**config.mk**
```make
export PLATFORM = sky130hd
export DESIGN_NAME = m_wbregbank
export DESIGN_NICKNAME = d
export VERILOG_FILES = /design/src/rtl/m_wbregbank.sv
export SDC_FILE = /design/constraint.sdc
export NUM_CORES = 1
export LEC_CHECK = 0
export ABC_AREA = 1
export CORE_ASPECT_RATIO = 0.75
export CORE_UTILIZATION = 45
export CTS_CLUSTER_SIZE = 16
export DETAILED_ROUTE_END_ITERATION = 10
export GPL_TIMING_DRIVEN = 0
export PLACE_DENSITY = 0.73
export SYNTH_ARGS = -nofsm -noshare
export SYNTH_HDL_FRONTEND = slang
export SYNTH_SLANG_ARGS = --single-unit
```
**constraint.sdc**
```tcl
create_clock -name CLK_I -period 1.57 [get_ports CLK_I]
set_input_delay 0.157 -clock CLK_I [delete_from_list [all_inputs] [get_ports CLK_I]]
set_output_delay 0.157 -clock CLK_I [all_outputs]
set_load 0.02 [all_outputs]
```
**src/rtl/m_wbregbank.sv**
```systemverilog
// m_wbregbank: Wishbone classic slave register bank with byte-lane writes,
// programmable wait states and an optional doorbell interrupt on the last register.
module m_wbregbank #(
  parameter int          NREGS      = 4,
  parameter int          WAITSTATES = 0,
  parameter logic [31:0] RESETVAL   = 32'h0,
  parameter int          DOORBELL   = 1,
  localparam int         AW         = (NREGS > 1) ? $clog2(NREGS) : 1
) (
  input  logic          CLK_I,
  input  logic          RST_NI,
  input  logic          STB_I,
  input  logic          WE_I,
  input  logic [AW-1:0] ADR_I,
  input  logic [3:0]    SEL_I,
  input  logic [31:0]   DAT_I,
  output logic          ACK_O,
  output logic [31:0]   DAT_O,
  output logic          irq_o
);

  typedef enum logic [1:0] {S_IDLE, S_WAIT, S_ACK} state_t;

  localparam logic [AW-1:0] LAST = AW'(NREGS - 1);

  state_t        state_q, state_d;
  logic [2:0]    cnt_q, cnt_d;
  logic          ack_q, ack_d;
  logic [31:0]   dat_q, dat_d;
  logic          irq_q, irq_d;
  logic [31:0]   regs_q [NREGS];
  logic [31:0]   regs_d [NREGS];
  logic [AW-1:0] idx;

  // With a single register the address bus carries no information.
  assign idx = (NREGS == 1) ? '0 : ADR_I;

  // Next-state logic: handshake sequencing, read capture, lane writes and doorbell.
  always_comb begin
    state_d = state_q;
    cnt_d   = cnt_q;
    ack_d   = 1'b0;
    dat_d   = '0;
    irq_d   = irq_q;
    regs_d  = regs_q;
    case (state_q)
      S_IDLE: begin
        if (STB_I) begin
          if (WAITSTATES > 0) begin
            state_d = S_WAIT;
            cnt_d   = 3'(WAITSTATES - 1);
          end else begin
            state_d = S_ACK;
            ack_d   = 1'b1;
            dat_d   = regs_q[idx];
          end
        end
      end
      S_WAIT: begin
        if (!STB_I) begin
          state_d = S_IDLE;
          cnt_d   = '0;
        end else if (cnt_q == 3'd0) begin
          state_d = S_ACK;
          ack_d   = 1'b1;
          dat_d   = regs_q[idx];
        end else begin
          cnt_d = cnt_q - 3'd1;
        end
      end
      S_ACK: begin
        state_d = S_IDLE;
        if (STB_I) begin
          if (WE_I) begin
            for (int k = 0; k < 4; k++) begin
              if (SEL_I[k]) regs_d[idx][8*k +: 8] = DAT_I[8*k +: 8];
            end
            if ((DOORBELL != 0) && (idx == LAST) && (SEL_I != 4'h0)) irq_d = 1'b1;
          end else if ((DOORBELL != 0) && (idx == LAST)) begin
            irq_d = 1'b0;
          end
        end
      end
      default: state_d = S_IDLE;
    endcase
  end

  // State and output registers; reset abandons any transfer in flight.
  always_ff @(posedge CLK_I or negedge RST_NI) begin
    if (!RST_NI) begin
      state_q <= S_IDLE;
      cnt_q   <= '0;
      ack_q   <= 1'b0;
      dat_q   <= '0;
      irq_q   <= 1'b0;
      for (int i = 0; i < NREGS; i++) regs_q[i] <= RESETVAL;
    end else begin
      state_q <= state_d;
      cnt_q   <= cnt_d;
      ack_q   <= ack_d;
      dat_q   <= dat_d;
      irq_q   <= irq_d;
      regs_q  <= regs_d;
    end
  end

  assign ACK_O = ack_q;
  assign DAT_O = dat_q;
  assign irq_o = irq_q;

endmodule

```
==> metrics.md, run 1 <==
| Metric | Value |
|---|---|
| Starting density of the core | `46.6%` |
| Tmin final | `1.53 ns` |
| DRT antenna net count | `0` |
| WHS Endpoint | `regs_q[64]` |
| Unrepaired setup endpoints after global routing | `no` |
| IO Pins | `76` |
| Core ar. | `16200 µm²` |
| R2R setup slack | `0.14 ns` |
| Rows | `40` |
| Ys Warns | `0` |
| Crit path buf inv count | `1` |
| CP delay by family, top | `buffers and inverters` |
| FMAX | `654 MHz` |
| H-tree level count | `4` |
| Max-cap viol count | `0` |
| Clock root cell | `clkbuf_16` |
| Synth unique cells | `21` |
| Power Density | `1190 nW/µm²` |
| Hold Path Stages | `4` |
| Clock Pin Slew Worst Setup and Hold Paths | `0.06 ns` |
| Global-route wire length before repair | `34400 µm` |
| Mapped Area | `7530 µm²` |
| Slowest Stage Delay on Critical Path | `0.61 ns` |
| Routed vias | `6604` |
| Final hold vios | `0` |
| P_leak | `0.00479 µW` |
| Setup slack after layout | `0.0413 ns` |
| Total grt overflow | `0` |
| Worst R2R Start | `state_q[1]` |
| Largest net degree at the start of global routing | `125` |
| Crit path max fanout | `1` |
| DR iter-0 viols | `696` |
| Multi-input gate area | `3090 µm²` |
| Cells along the critical path | `clkdlybuf4s50_1` |
| Worst Skew | `0.00482 ns` |
| Fin crit share | `97.4%` |
| Crit start category | `flop` |
| GRT Util Overall | `26.9%` |
| Relative slew slack | `46.2%` |
| Top Usage Layer GRT | `met1` |
| Number of nets in the layout | `1040` |
| Post-DP Area | `8550 µm²` |
| Sequential share of the synthesized area | `54.2%` |
| Pins over their slew limit | `0` |
| Drc violations | `0` |
| Diodes inserted | `0` |
| Via/cell ratio | `5.41` |
| # fillers | `1457` |
| Drt wl/cell | `17.5 µm` |
| Port bufs | `73` |
| Setup crit end kind | `output port` |
| Die H | `114 µm` |
| Setup CP Type | `flop to output port` |
| Min-delay src | `ADR_I[1]` |
| TritonCTS buffer count | `17` |
| Vias in the first global route | `6313` |
| Worst slew pin tran | `0.807 ns` |
| Number of setup violations in the final report | `0` |
| Final Cell Area | `9180 µm²` |
| Die width | `151 µm` |
| GRT met3 Usage | `9.48%` |
| 1st-pass router iterations | `5` |
| Die area | `17300 µm²` |
| Placer Congestion | `0.849` |
| Syn avg cell area | `8.33 µm²` |
| Arrival @ worst endpoint | `1.37 ns` |
| Net Count, Synth | `946` |
| Peak supply drop | `0.602 mV` |
| Initial antenna violation count | `0` |
| Status | `finished clean` |
| Flops & latches, synth | `163` |
| Required time of the critical path | `1.41 ns` |
| Worst r2r path cells | `5` |
| Area grow syn2layout | `21.9%` |
| Final WL | `21400 µm` |
| Clock Tree Buf Depth | `2` |
| Skew-Pair Late Insertion Delay | `0.43 ns` |
| Slowest stage cell, crit path | `clkdlybuf4s50_1` |
| GR Util met1 | `38.5%` |
| CTS tree | `done` |
| Post-DP HPWL | `14100 µm` |
| FF+latch area | `4080 µm²` |
| Met2 Usage GRT | `38.5%` |
| Share of layout cells above drive strength 1 | `11.0%` |
| Worst Hold Class | `primary input to flop` |
| Placement Setup Slack | `-0.286 ns` |
| Clock sink count | `163` |
| Final Util | `56.8%` |
| Synth Instances | `904` |
| Reg-to-reg endpoint | `regs_q[10]` |
-- repair_timing --
item                                   4_1_cts  5_1_grt
hold buffers                                 1        0
endpoints found under the hold margin       39        0
resized for setup                            0        9
setup endpoints to repair                    0       22
setup buffers                                0        0
-- state kept, by name, summed over array words and instances (netlist names) --
register / flops
ACK_O: 1
regs_q: 128
irq_o: 1
DAT_O: 32
state_q: 1
-- Yosys cell counts --
cell type	number	area share [%]
a21oi_1	1	0.066
buf_12	1	0.27
buf_2	22	1.5
buf_4	12	1.2
buf_6	6	0.90
clkbuf_1	8	0.40
dfrtp_1	163	54
inv_1	4	0.20
inv_2	6	0.30
inv_4	1	0.083
nand2_1	371	18
nand2_2	1	0.083
nand2_4	1	0.15
nand3_1	213	14
nand3_2	1	0.13
nand3_4	12	2.8
nor2_1	69	3.4
nor2_2	2	0.17
nor2_4	8	1.2
nor2_8	1	0.27
nor3_1	1	0.066
-- worst max path at each step --
| stage | start | end | slack (ns) | depth (start not counted) |
|---|---|---|---|---|
| 6_report | DAT_O[27] | DAT_O[27] | 0.04 | 1 |
| 5_1_grt | DAT_O[23] | DAT_O[23] | 0.002 | 1 |
| 4_1_cts | state_q[1] | DAT_O[1] | 0.003 | 4 |
| 3_5_place_dp | STB_I | DAT_O[1] | -0.29 | 6 |
| 3_3_place_gp | RST_NI | regs_q[102] | -6.28 | 1 |
| 2_1_floorplan | state_q[1] | regs_q[64] | 0.39 | 6 |
-- stage by stage --
step / hold WS [ns] / TNS, ns / std cells / power, µW
global placement: 0.455 / -1036.84 / 1187 / 6690
CTS: 0.173 / 0 / 1221 / 11000
detailed placement: 0.0652 / -19.32 / 1188 / 6750
finish: 0.190 / 0 / 1221 / 11000
floorplan: -0.139 / 0 / 904 / 6030
global route: 0.197 / 0 / 1221 / 11400
-- power by group --
part	total, µW	switching (µW)	leakage [µW]	internal, µW
logic	1590	993	0.00233	601
clock network	4260	1720	0.000289	2540
registers	5110	314	0.00217	4790
total	11000	3030	0.00479	7930
-- cell usage in the layout (no fill, tap or decap), types with 2 or more instances in the layout --
| master | netlist | layout |
|---|---|---|
| buf_2 | 22 | 22 |
| clkinv_2 | 0 | 4 |
| clkbuf_1 | 8 | 6 |
| buf_4 | 12 | 12 |
| buf_6 | 6 | 6 |
| clkdlybuf4s50_1 | 0 | 70 |
| inv_2 | 6 | 6 |
| bufinv_16 | 0 | 3 |
| clkinv_4 | 0 | 2 |
| nand3_2 | 1 | 2 |
| clkbuf_2 | 0 | 3 |
| nor2_2 | 2 | 2 |
| inv_1 | 4 | 4 |
| nor2_1 | 69 | 69 |
| clkinvlp_4 | 0 | 3 |
| nand2_1 | 371 | 371 |
| dlymetal6s2s_1 | 0 | 2 |
| clkbuf_16 | 0 | 17 |
| nand3_1 | 213 | 212 |
| dfrtp_1 | 163 | 163 |
| nor2_4 | 8 | 8 |
| nand3_4 | 12 | 12 |
-- metal layers --
layer | vias to the layer above | share of wire, % | wire length (µm)
met5 | - | 0 | 0
met4 | 0 | 1.5 | 330
met3 | 35 | 11 | 2300
met2 | 328 | 43 | 9140
met1 | 3127 | 45 | 9610
li1 | 3114 | - | -
-- worst min-delay path, cell delays in order --
cell and delay, ns:
buf_4 0.15, nor2_4 0.12, nand3_1 0.10, nand2_1 0.05
-- layout make-up --
cell class	instances	area share (%)
clock inverter	13	1.73
tap	210	2.86
clock buffer	19	4.82
timing repair buffer	75	8.48
inverter	11	0.477
buffer	49	3.50
multi-input combinational	681	33.7
sequential	163	44.4
-- cell families after synthesis --
| logic type | synth area share [%] |
|---|---|
| AND/OR/NAND/NOR | 41.0 |
| AO/OA/AOI/OAI | 0.0664 |
| flip-flops | 54.2 |
| buffers and inverters | 4.80 |
Power figures use the tool's default switching activity.
==> run 2, diff against run 1 <==
ABC_AREA = unset   (was 1)
PLACE_DENSITY = 0.74   (was 0.73)
==> metrics.md, run 2 <==
| Metric | Value |
|---|---|
| Final hold vios | `0 (unchanged)` |
| Ranking of synthesized cells by area | `dfrtp_1 (60%), mux2_2 (21%), mux4_2 (11%)` |
| Synth unique cells | `22 (+4.8%)` |
| Drc violations | `0 (unchanged)` |
| Reg-to-reg endpoint | `regs_q[50]` |
| Worst R2R Start | `state_q[1]` |
| CTS tree | `done` |
| Post-DP HPWL | `8860 µm (-37%)` |
| Clock sink count | `163 (unchanged)` |
| Cells along the critical path | `buf_4 -> nand4_1 -> nor2_4 -> buf_12 -> mux2_2` |
| FMAX | `660 MHz (+0.89%)` |
| Arrival @ worst endpoint | `1.81 ns (+0.44 ns)` |
| Status | `finished clean` |
| Net Count, Synth | `445 (-53%)` |
| Synth top cells by count | `dfrtp_1 (163), mux2_2 (124), and2_1 (32), mux4_2 (32), nor2_2 (11)` |
| Most frequent cells in the layout | `dfrtp_1 (163), mux2_2 (124), clkdlybuf4s50_1 (68)` |
| WHS | `0.0927 ns (-0.0972 ns)` |
| R2R setup slack | `0.05 ns (-0.09 ns)` |
| Setup crit end kind | `flop` |
| Initial antenna violation count | `0 (unchanged)` |
| Top_reg_cell synth | `dfrtp_1` |
| Post-synth EDFFs | `0 (unchanged)` |
| Ys async rst share | `100% (unchanged)` |
| Port bufs | `73 (unchanged)` |
| Synth top area share | `60.4% (+6.2 points)` |
| H-tree level count | `4 (unchanged)` |
| Largest net degree at the start of global routing | `98 (-22%)` |
| Clock power frac | `36.8% (-2.1 points)` |
| Placer Congestion | `0.767 (-9.7%)` |
| Sequential share of power | `48.8% (+2.2 points)` |
| Setup tns final | `0 ns (unchanged)` |
| Slowest stage cell, crit path | `dfrtp_1` |
| Tmin final | `1.52 ns (-0.0135 ns)` |
| Share of layout cells above drive strength 1 | `45.4% (+34 points)` |
| Die width | `143 µm (-5.2%)` |
| GRT Util Overall | `20.4% (-6.5 points)` |
| Diodes inserted | `0 (unchanged)` |
| Ys Warns | `0 (unchanged)` |
| 1st-pass router iterations | `4 (-1)` |
| Final WL | `14100 µm (-34%)` |
| Area grow syn2layout | `29.2%` |
| Power Density | `1200 nW/µm² (+0.37%)` |
| Final Util | `60.0% (+3.2 points)` |
| Slowest Stage Delay on Critical Path | `0.34 ns (-0.27 ns)` |
| DR iter-0 viols | `163 (-77%)` |
| Clock Pin Slew Worst Setup and Hold Paths | `0.06 ns (about the same)` |
| Relative slew slack | `41.2% (-5.0 points)` |
| Hold Path Stages | `2 (-2)` |
| Pint | `7870 µW (-0.73%)` |
| Biggest register | `regs_q` |
| Worst slew pin tran | `0.881 ns (+0.0745 ns)` |
| IO Pins | `76 (unchanged)` |
| Peak supply drop | `0.860 mV (+43%)` |
| Setup CP Type | `flop to flop` |
| Skew-Pair Late Insertion Delay | `0.41 ns (-0.02 ns)` |
| Syn avg cell area | `16.8 µm² (+100%)` |
| Drt wl/cell | `19.4 µm (+11%)` |
| P_leak | `0.00388 µW (-19%)` |
| Crit start category | `flop` |
| Mapped Area | `6750 µm² (-10%)` |
| Synth Instances | `403 (-55%)` |
| TritonCTS buffer count | `17 (unchanged)` |
| Required time of the critical path | `1.86 ns (+0.45 ns)` |
| Worst Hold Class | `primary input to flop` |
| Count leader, synth | `dfrtp_1` |
| Fin crit share | `96.5% (-0.86 points)` |
| Rows | `38 (-5.0%)` |
| Comb pwr share | `14.4% (about the same)` |
| Max FFs per register | `128 (unchanged)` |
| Core ar. | `14500 µm² (-10%)` |
| Sequential share of the synthesized area | `60.4% (+6.2 points)` |
| Die area | `15500 µm² (-10%)` |
| Number of setup violations in the final report | `0 (unchanged)` |
| Routed vias | `3840 (-42%)` |
| Worst Skew | `0.00604 ns (+0.00122 ns)` |
| Pins over their slew limit | `0 (unchanged)` |
| Via/cell ratio | `5.29 (-2.2%)` |
| Crit path max fanout | `9 (+8)` |
| Net switching power | `2580 µW (-15%)` |
| Global-route wire length before repair | `22900 µm (-34%)` |
| DRT antenna net count | `0 (unchanged)` |
| Starting density of the core | `46.4% (-0.17 points)` |
| Switch share | `24.7% (-3.0 points)` |
| WHS Endpoint | `state_q[1]` |
| Flops & latches, synth | `163 (unchanged)` |
| Yosys top cell by area | `dfrtp_1` |
| Total grt overflow | `0 (unchanged)` |
| Clock Tree Buf Depth | `2 (unchanged)` |
| Commonest non-fill, non-tap cell in the layout | `dfrtp_1` |
| Number of nets in the layout | `555 (-47%)` |
| Die H | `108 µm (-5.2%)` |
| Clock root cell | `clkbuf_16` |
| Max-cap viol count | `0 (unchanged)` |
| # fillers | `1121 (-23%)` |
| Vias in the first global route | `4211 (-33%)` |
| Min-delay src | `STB_I` |
| Worst r2r path cells | `5 (unchanged)` |
run 2: cell count changes in the layout (fill, tap and decap cells not counted), moves of 5 or more:
cell / delta
inv_2: -6
clkbuf_1: -5
buf_2: -19
buf_12: +12
nor2_1: -67
mux4_2: +32
and2_1: +32
nand3_1: -212
nand3_4: -9
nand4_1: +5
mux2_2: +124
nand2_1: -370
run 2: worst max-delay path by stage:
stage / start / to / slack (ns)
floorplan: state_q[1] / regs_q[80] / 0.08
global placement: RST_NI / regs_q[34] / -5.84
detailed placement: ADR_I[1] / regs_q[49] / -0.59
CTS: state_q[1] / regs_q[100] / 0.002
global route: state_q[1] / regs_q[9] / -0.003
finish: state_q[1] / regs_q[50] / 0.05
run 2: critical path: cells and delay by family, from the launching register on:
kind,cells,cell delay (ns)
buffers and inverters,2,0.31
AND/OR/NAND/NOR,2,0.42
flip-flops,1,0.34
multiplexers,1,0.33
run 2: per-stage QoR:
| step | setup slack, ns | power (µW) | instance area [µm²] | instances |
|---|---|---|---|---|
| floorplan | 0.0775 | 6050 | 6750 | 403 |
| global placement | -5.84 | 6560 | 7730 | 676 |
| detailed placement | -0.593 | 6650 | 7760 | 677 |
| CTS | 0.00191 | 10600 | 8710 | 726 |
| global route | -0.00269 | 11000 | 8720 | 726 |
| finish | 0.0547 | 10500 | 8720 | 726 |
run 2: final cells by class:
type,count,area [µm²],area share (%)
Multi-Input combinational cell,226,2690,30.8
Tap cell,200,250,2.87
Buffer,13,90.1,1.03
Timing Repair Buffer,92,1060,12.1
Clock inverter,12,101,1.16
Clock buffer,20,457,5.24
Sequential cell,163,4080,46.8
run 2: per-layer routing:
metal	track usage [%]	vias to the layer above	share of wire, %
li1	-	1702	-
met1	26.9	2029	45
met2	32.6	93	49
met3	6.20	16	4.5
met4	6.16	0	1.3
met5	0	-	0
run 2: kinds of logic (layout without fill, tap and decap cells):
logic type             after synthesis  count (layout)  share of synthesized area (%)
and+or+nand+nor                     65              65                           6.34
muxes                              160             160                           32.0
DFF                                163             163                           60.4
buffers and inverters               14             137                           1.09
AOI/OAI and AO/OA                    1               1                          0.130
run 2: repair_timing:
item / CTS / global route
buffers inserted: 17 / 0
gates resized for setup: 25 / 6
hold buffers: 1 / 0
pin swaps: 13 / 2
endpoints found under the hold margin: 96 / 0
setup endpoints to repair: 161 / 106
run 2: power by group through the flow:
stage	sequential, µW	combinational (µW)	clock (µW)
floorplan	5170	876	0
global route	5180	1620	4150
global placement	5140	1420	0
detailed placement	5170	1480	0
finish	5110	1500	3850
CTS	5100	1510	3950
